File: src/rtl/yolo_max_pool_layer_sched.sv
// Layer scheduler for yolo_max_pool_top: config table, ap_ctrl_hs
// launch sequencing and a stream-activity watchdog.
module yolo_max_pool_layer_sched #(
  parameter int MAX_LAYERS     = 6,
  parameter int DIM_W          = 9,
  parameter int CH_W           = 10,
  parameter int TIMEOUT_CYCLES = 1000000,
  parameter int TO_W           = 20,
  parameter int AW             = 3
) (
  input  logic                      ap_clk,
  input  logic                      ap_rst_n,
  input  logic                      cfg_we,
  input  logic [AW-1:0]             cfg_addr,
  input  logic [CH_W+2*DIM_W:0]     cfg_wdata,
  input  logic [AW-1:0]             cfg_num_layers,
  input  logic                      start,
  output logic                      busy,
  output logic                      done,
  output logic                      error,
  output logic [AW-1:0]             err_layer,
  output logic [AW-1:0]             layer_idx,
  output logic                      k_ap_start,
  input  logic                      k_ap_ready,
  input  logic                      k_ap_done,
  input  logic                      k_ap_idle,
  output logic [DIM_W-1:0]          k_width,
  output logic [DIM_W-1:0]          k_height,
  output logic [CH_W-1:0]           k_channels,
  output logic                      k_stride,
  input  logic                      in_beat,
  input  logic                      out_beat
);

  localparam int CFG_W = 1 + CH_W + 2 * DIM_W;
  localparam logic [AW-1:0] MAX_L = AW'(MAX_LAYERS);
  localparam logic [TO_W-1:0] TO_LIM = TO_W'(TIMEOUT_CYCLES);

  typedef enum logic [2:0] {
    S_IDLE,
    S_LAUNCH,
    S_WAIT,
    S_NEXT,
    S_ERR
  } state_t;

  state_t            state;
  logic [CFG_W-1:0]  tbl [MAX_LAYERS];
  logic [AW-1:0]     num_q;
  logic [TO_W-1:0]   wd_cnt;
  logic [TO_W-1:0]   wd_eff;
  logic              wd_hit;
  logic [AW-1:0]     n_clamp;
  logic [AW-1:0]     idx_nxt;
  logic [CFG_W-1:0]  cfg_nxt;

  // Watchdog view of this cycle, clamped count, next-layer lookup
  always_comb begin
    wd_eff  = (in_beat | out_beat) ? '0 : wd_cnt;
    wd_hit  = (wd_eff == TO_LIM);
    n_clamp = (cfg_num_layers > MAX_L) ? MAX_L : cfg_num_layers;
    idx_nxt = layer_idx + 1'b1;
    cfg_nxt = (idx_nxt < MAX_L) ? tbl[idx_nxt] : '0;
  end

  // Config table: writable only while no run is in progress
  always_ff @(posedge ap_clk) begin
    if (!ap_rst_n) begin
      for (int i = 0; i < MAX_LAYERS; i++) tbl[i] <= '0;
    end else if (cfg_we && !busy && (cfg_addr < MAX_L)) begin
      tbl[cfg_addr] <= cfg_wdata;
    end
  end

  // Run sequencer with registered control/config outputs
  always_ff @(posedge ap_clk) begin
    if (!ap_rst_n) begin
      state      <= S_IDLE;
      busy       <= 1'b0;
      done       <= 1'b0;
      error      <= 1'b0;
      err_layer  <= '0;
      layer_idx  <= '0;
      k_ap_start <= 1'b0;
      num_q      <= '0;
      wd_cnt     <= '0;
      {k_stride, k_channels, k_height, k_width} <= '0;
    end else begin
      done <= 1'b0;
      case (state)
        S_IDLE, S_ERR: begin
          if (start && (state == S_IDLE || k_ap_idle)) begin
            error <= 1'b0;
            if (n_clamp == '0) begin
              done  <= 1'b1;
              state <= S_IDLE;
            end else begin
              num_q      <= n_clamp;
              layer_idx  <= '0;
              busy       <= 1'b1;
              k_ap_start <= 1'b1;
              wd_cnt     <= '0;
              {k_stride, k_channels, k_height, k_width} <= tbl[0];
              state      <= S_LAUNCH;
            end
          end
        end
        S_LAUNCH: begin
          if (k_ap_ready && k_ap_done) begin
            k_ap_start <= 1'b0;
            state      <= S_NEXT;
          end else if (wd_hit) begin
            k_ap_start <= 1'b0;
            busy       <= 1'b0;
            error      <= 1'b1;
            err_layer  <= layer_idx;
            state      <= S_ERR;
          end else begin
            wd_cnt <= wd_eff + 1'b1;
            if (k_ap_ready) begin
              k_ap_start <= 1'b0;
              state      <= S_WAIT;
            end
          end
        end
        S_WAIT: begin
          if (k_ap_done) begin
            state <= S_NEXT;
          end else if (wd_hit) begin
            busy      <= 1'b0;
            error     <= 1'b1;
            err_layer <= layer_idx;
            state     <= S_ERR;
          end else begin
            wd_cnt <= wd_eff + 1'b1;
          end
        end
        S_NEXT: begin
          if (layer_idx == num_q - 1'b1) begin
            busy  <= 1'b0;
            done  <= 1'b1;
            state <= S_IDLE;
          end else begin
            layer_idx  <= idx_nxt;
            k_ap_start <= 1'b1;
            wd_cnt     <= '0;
            {k_stride, k_channels, k_height, k_width} <= cfg_nxt;
            state      <= S_LAUNCH;
          end
        end
        default: state <= S_IDLE;
      endcase
    end
  end

endmodule

File: config.mk
export PLATFORM = sky130hd
export DESIGN_NAME = yolo_max_pool_layer_sched
export DESIGN_NICKNAME = d
export VERILOG_FILES = /design/src/rtl/yolo_max_pool_layer_sched.sv
export SDC_FILE = /design/constraint.sdc
export NUM_CORES = 1
export LEC_CHECK = 0
export CORE_ASPECT_RATIO = 2
export CORE_MARGIN = 2
export CORE_UTILIZATION = 55
export CTS_BUF_LIST = sky130_fd_sc_hd__clkbuf_8
export CTS_CLUSTER_SIZE = 40
export DETAILED_ROUTE_END_ITERATION = 8
export PLACE_DENSITY = 0.87
export SYNTH_ARGS = -nofsm -noshare
export SYNTH_HDL_FRONTEND = slang
export SYNTH_SLANG_ARGS = --single-unit
File: constraint.sdc
create_clock -name ap_clk -period 3.8 [get_ports ap_clk]
set_input_delay 0.57 -clock ap_clk [delete_from_list [all_inputs] [get_ports ap_clk]]
set_output_delay 0.57 -clock ap_clk [all_outputs]
set_load 0.02 [all_outputs]
---- Word-level counts from Yosys, hierarchy flattened ----
Memory sizes are Yosys's and may differ from the RTL's.
Index checks and enable logic that the tools add are counted.
word-level totals
  bits in writable memories ............... 174
  register bits after elaboration ......... 65
  memories ................................ 1
memories
  memory  words  width  read ports  clocked after memory_dff  write ports  RTL line  text
  tbl     6      29     2           0                         6            48        logic [CFG_W-1:0] tbl [MAX_LAYERS];
operators by class
  $lt $le $gt $ge ......................... 3
  bitwise gates (word level) .............. 2
  mux-type cells .......................... 71
  reduce and logical (&&, ||, !) cells .... 23
  add/subtract/negate cells ............... 3
  equality and inequality tests ........... 14
operators with widths
  kind                     count
  $mux W20                 7
  $pmux W20 S4             1
  $mux W29                 2
  $mux W9                  6
  $mux W3                  14
  $pmux W9 S2              2
  $mux W10                 3
  $reduce_or A29 Y1        1
  $mux W1                  27
  $add A20 B1 Y20 const B  1
  $eq A20 B20 Y1 const B   1
  $pmux W10 S2             1
  $ne A2 B2 Y1 const B     6
  $pmux W3 S2              2
  $pmux W3 S4              1
  $reduce_and A6 Y1        2
  $reduce_and A3 Y1        3
  $reduce_and A4 Y1        2
  $eq A3 B2 Y1 const B     2
  $logic_not A3 Y1         2
  $lt A3 B3 Y1 const B     2
  $pmux W1 S3              2
  $reduce_bool A3 Y1       2
  $reduce_and A5 Y1        1
  18 further kinds         23

---- Depth between registers and ports, before layout ----
  word-level depth ........................ 8
  gate-level depth with buffers ........... 12
  depth with buffers taken out ............ 10

---- Least setup slack after synthesis ----
Ideal clock, no wire load.
  path kind ............................... input-to-reg
  start point ............................. in out_beat
  end point ............................... reg wd_cnt[16]
  setup slack ............................. 0.930 ns
  arrival time ............................ 2.808 ns
  stages on the path ...................... 11
  cells stage by stage .................... nor2_1 > clkbuf_1 > and2_1 > inv_1 > ha_1 > and3_1 > nand3_1 > nor2_1 > or4_4 > or3_1 > nand3_1
between the ends
  word-level cells in the longest chain between the ends .. 6
  elaborated cells on any way between the ends .. 8
ends and longest elaborated chain
  what                                               RTL line      text
  start, declared                                    32            input logic out_beat
  $or A1 B1 Y1 (*)                                   59            wd_eff = (in_beat | out_beat) ? '0 : wd_cnt;
  $mux W20 (*)                                       59
  $add A20 B1 Y20 or $eq A20 B20 Y1 (tied branches)  119, 135, 60
  $mux W20 (*)                                       112, 129
  $mux W20 (on tied branches)                        127, 109
  $pmux W20 S4 (*)                                   90            case (state)
  end signal, assigned                               119           wd_cnt <= wd_eff + 1'b1;
  end signal, assigned                               135           wd_cnt <= wd_eff + 1'b1;
  end, declared                                      50            logic [TO_W-1:0] wd_cnt;
Mark *: on every way between the ends. The rest lies on a longest branch, timed or not. The select of a mux whose other input is x is not followed.
A chain may end at the register's enable or synchronous reset.

---- Worst setup path in the final report ----
  start point ............................. reg layer_idx[2]
  end point ............................... reg wd_cnt[2]
between the ends
  word-level cells in the longest chain between the ends .. 3
ends and longest elaborated chain
  what                         RTL line  text
  start, declared              22        output logic [AW-1:0] layer_idx,
  start signal, assigned       144       layer_idx <= idx_nxt;
  $eq A3 B3 Y1                 139       if (layer_idx == num_q - 1'b1) begin
  $ne A2 B2 Y1 (no line)       n/a
  $reduce_and A6 Y1 (no line)  n/a
Every way passes these cells.

==> results.ini <==
[clock_network]
clkLatencyLatePin_ns=0.51
htreeDepth=2
cts_hold_buf=0
clk_path_buf_depth=3
cts_tree=built
cts.sinks=239
cts_buffers=35
cts-root-buf=clkbuf_8
cts_resized=0
clkTransAtPathRegs_ns=0.06
post-cts-setup-buffers=0

[power_and_ir_drop]
ir_drop_v=0.000446
cellPowerDensity_mw_per_mm2=464
pwr-share-comb_pct=10.2
p_clk_share_pct=39.1
p_seq_share_pct=50.7
p_leak_nw=4.58
p_sw_share_pct=24.1
power_switching_mw=1.42
p_int_mw=4.48

[setup_path]
worst_r2r_endpoint=wd_cnt[2]
crit_required_ns=4.25
r2r_slack_ns=1.03
regToRegStartpoint=layer_idx[2]
crit_type=reg -> reg
path_max_fanout=16
startpoint=layer_idx[2]
crit_end=wd_cnt[2]
endpoint_kind=flop
critPathArrivalTime_ns=3.22
rr_worst_depth=6
worst_setup_path_start_kind=flop

[timing]
setup_viol_count_final=0
period_share_pct=72.9
fin_ws_ns=1.03
rsz0062_at_grt=false
tns_ns=0
period_needed_ns=2.77
drv_slew=0
hold_viol=0
slew_headroom_pct=41.3
fin_skew_ns=0.0186
tightest_slew_ns=0.879
clock.fmax_mhz=361

[cells_and_area]
fin_area_mm2=0.0127
synthToLayoutAreaGrowth_pct=18.7
fin_cells=1315
final_nets=1078
fillers=1344
layout-drive-gt1-share_pct=11.8
n_antenna_cell=0

[route]
drt_iter0_drc=765
wl_um=26800
wire_per_inst_um=20.4
num_vias=7872
drt-pass1-iter-count=6
routed_via_density=5.99
antenna_left=0
drc=0

[grt]
grt_pass1_vias=8149
met2_usage_pct=47.3
grt_max_degree=59
grt_antenna_before_repair=0
grt_pass1_wl_um=41500
top_usage_layer=met2
grt_use_met3_pct=4.45
gr-total-overflow=0
track_usage_pct=26.4
grt_use_met1_pct=28.8

[logic_synthesis]
synth_top_area_share_pct=48.8
synth_seq_cells=239
syn_nets=993
syn_area_mm2=0.0107
yosysMostFrequentCell=edfxtp_1
synthTopCellsByArea=edfxtp_1 49%, dfxtp_1 12%, mux4_2 6.1%
ys.warnings.count=0
ys_top_cells_by_count=174 x edfxtp_1, 154 x nor2_1, 88 x nand2_1
ys_seq_area_share_pct=60.9
syn_inst=945
synth_area_leader_cell=edfxtp_1
syn_avg_cell_area_um2=11.3
ys.flop_type=edfxtp_1
post_synth_num_cell_types=56
synth_edf_count=174
synthArstFlopShare_pct=0

[floorplanning]
ios=83
initial_core_util_pct=55.8
die-area_mm2=0.0207
dieHeight_um=201
rows=72
coreArea_mm2=0.0192
die_width_um=103

[place]
place_congestion=0.865
dpl.cell_count=1252
dp_slack_ns=0.685
place_area_mm2=0.0119
dp_hpwl_um=17000
port_buffers=82

[hold_path]
hp-class=reg -> reg
hp-start=k_height[1]

[job]
drv_cap=0

[outcome]
status=complete, no violations

cell families (layout without fill, tap and decap cells):
family,count (synthesis),in the layout,synth area share [%]
xor+xnor,8,8,0.806
simple gates,340,340,14.4
mux,65,65,9.46
buf+inv,111,222,3.99
flops,239,239,60.9
compound gates,178,178,9.97
fa+ha+maj,4,4,0.467
registers in the layout, indices dropped and copies added, names as in the netlist:
name / count
k_height: 9
num_q: 3
done: 1
k_ap_start: 1
k_channels: 10
k_stride: 1
layer_idx: 3
wd_cnt: 20
k_width: 9
state: 3
err_layer: 3
tbl: 174
error: 1
busy: 1
final cells by class:
type	instances	area, µm²	share of cell area (%)
Inverter	42	158	1.24
Tap cell	259	324	2.55
Clock inverter	23	235	1.85
Sequential cell	239	6530	51.4
Multi-Input combinational cell	595	3780	29.8
Timing Repair Buffer	117	1130	8.91
Clock buffer	40	551	4.33
through the flow:
stage	hold WS, ns	utilization [%]	total power [mW]
after detailed placement	0.447	62.2	3.64
final	0.451	66.3	5.90
after floorplan	0.430	-	3.36
after global routing	0.469	66.3	6.08
after CTS	0.456	66.3	5.93
after global placement	0.439	62.2	3.62
routing by layer:
metal / part of all wire [%] / wire, µm
met4: 4.3 / 1140
met3: 7.4 / 1980
met5: 0 / 0
met2: 55 / 14800
met1: 33 / 8900
placed cells by master, fill, tap and decap left out, types with 3 or more instances in the layout:
cell type / count
nand4_1: 10
inv_1: 47
and2_1: 6
a311oi_1: 3
o21ai_0: 70
a21oi_1: 46
dfxtp_1: 64
mux4_2: 29
o31ai_1: 29
or3_1: 6
clkinv_2: 4
nor3_1: 5
nor4_1: 4
clkdlybuf4s50_1: 82
edfxtp_1: 174
buf_4: 31
nand2_1: 88
mux2i_1: 36
nand3_1: 10
a22oi_1: 3
clkbuf_8: 40
nor2_1: 154
nand2b_1: 5
buf_12: 4
clkinv_1: 6
ha_1: 4
a211o_1: 6
bufinv_16: 5
xnor2_1: 5
nor2b_1: 3
and3_1: 34
critical path: stages (launching register included):
cell	delay [ns]
dfxtp_1	0.57
xor3_2	0.43
nor4_2	0.48
or3_1	0.33
o21a_1	0.57
o21bai_1	0.20
a32o_1	0.13
how the worst min path moves through the flow:
| stage | to | depth (start not counted) |
|---|---|---|
| 2_1_floorplan | wd_cnt[19] | 1 |
| 3_3_place_gp | k_height[0] | 2 |
| 3_5_place_dp | k_height[1] | 2 |
| 4_1_cts | k_height[1] | 2 |
| 5_1_grt | k_height[1] | 2 |
| 6_report | k_height[1] | 2 |
power by group through the flow:
stage                     registers, mW  logic (mW)  clock network, mW
after floorplan                    3.06       0.298                  0
after CTS                          2.99       0.600               2.34
after global placement             3.04       0.584                  0
after global routing               3.00       0.643               2.43
final                              2.99       0.603               2.31
after detailed placement           3.04       0.596                  0
Note: power is estimated with default switching activity, not from simulation.
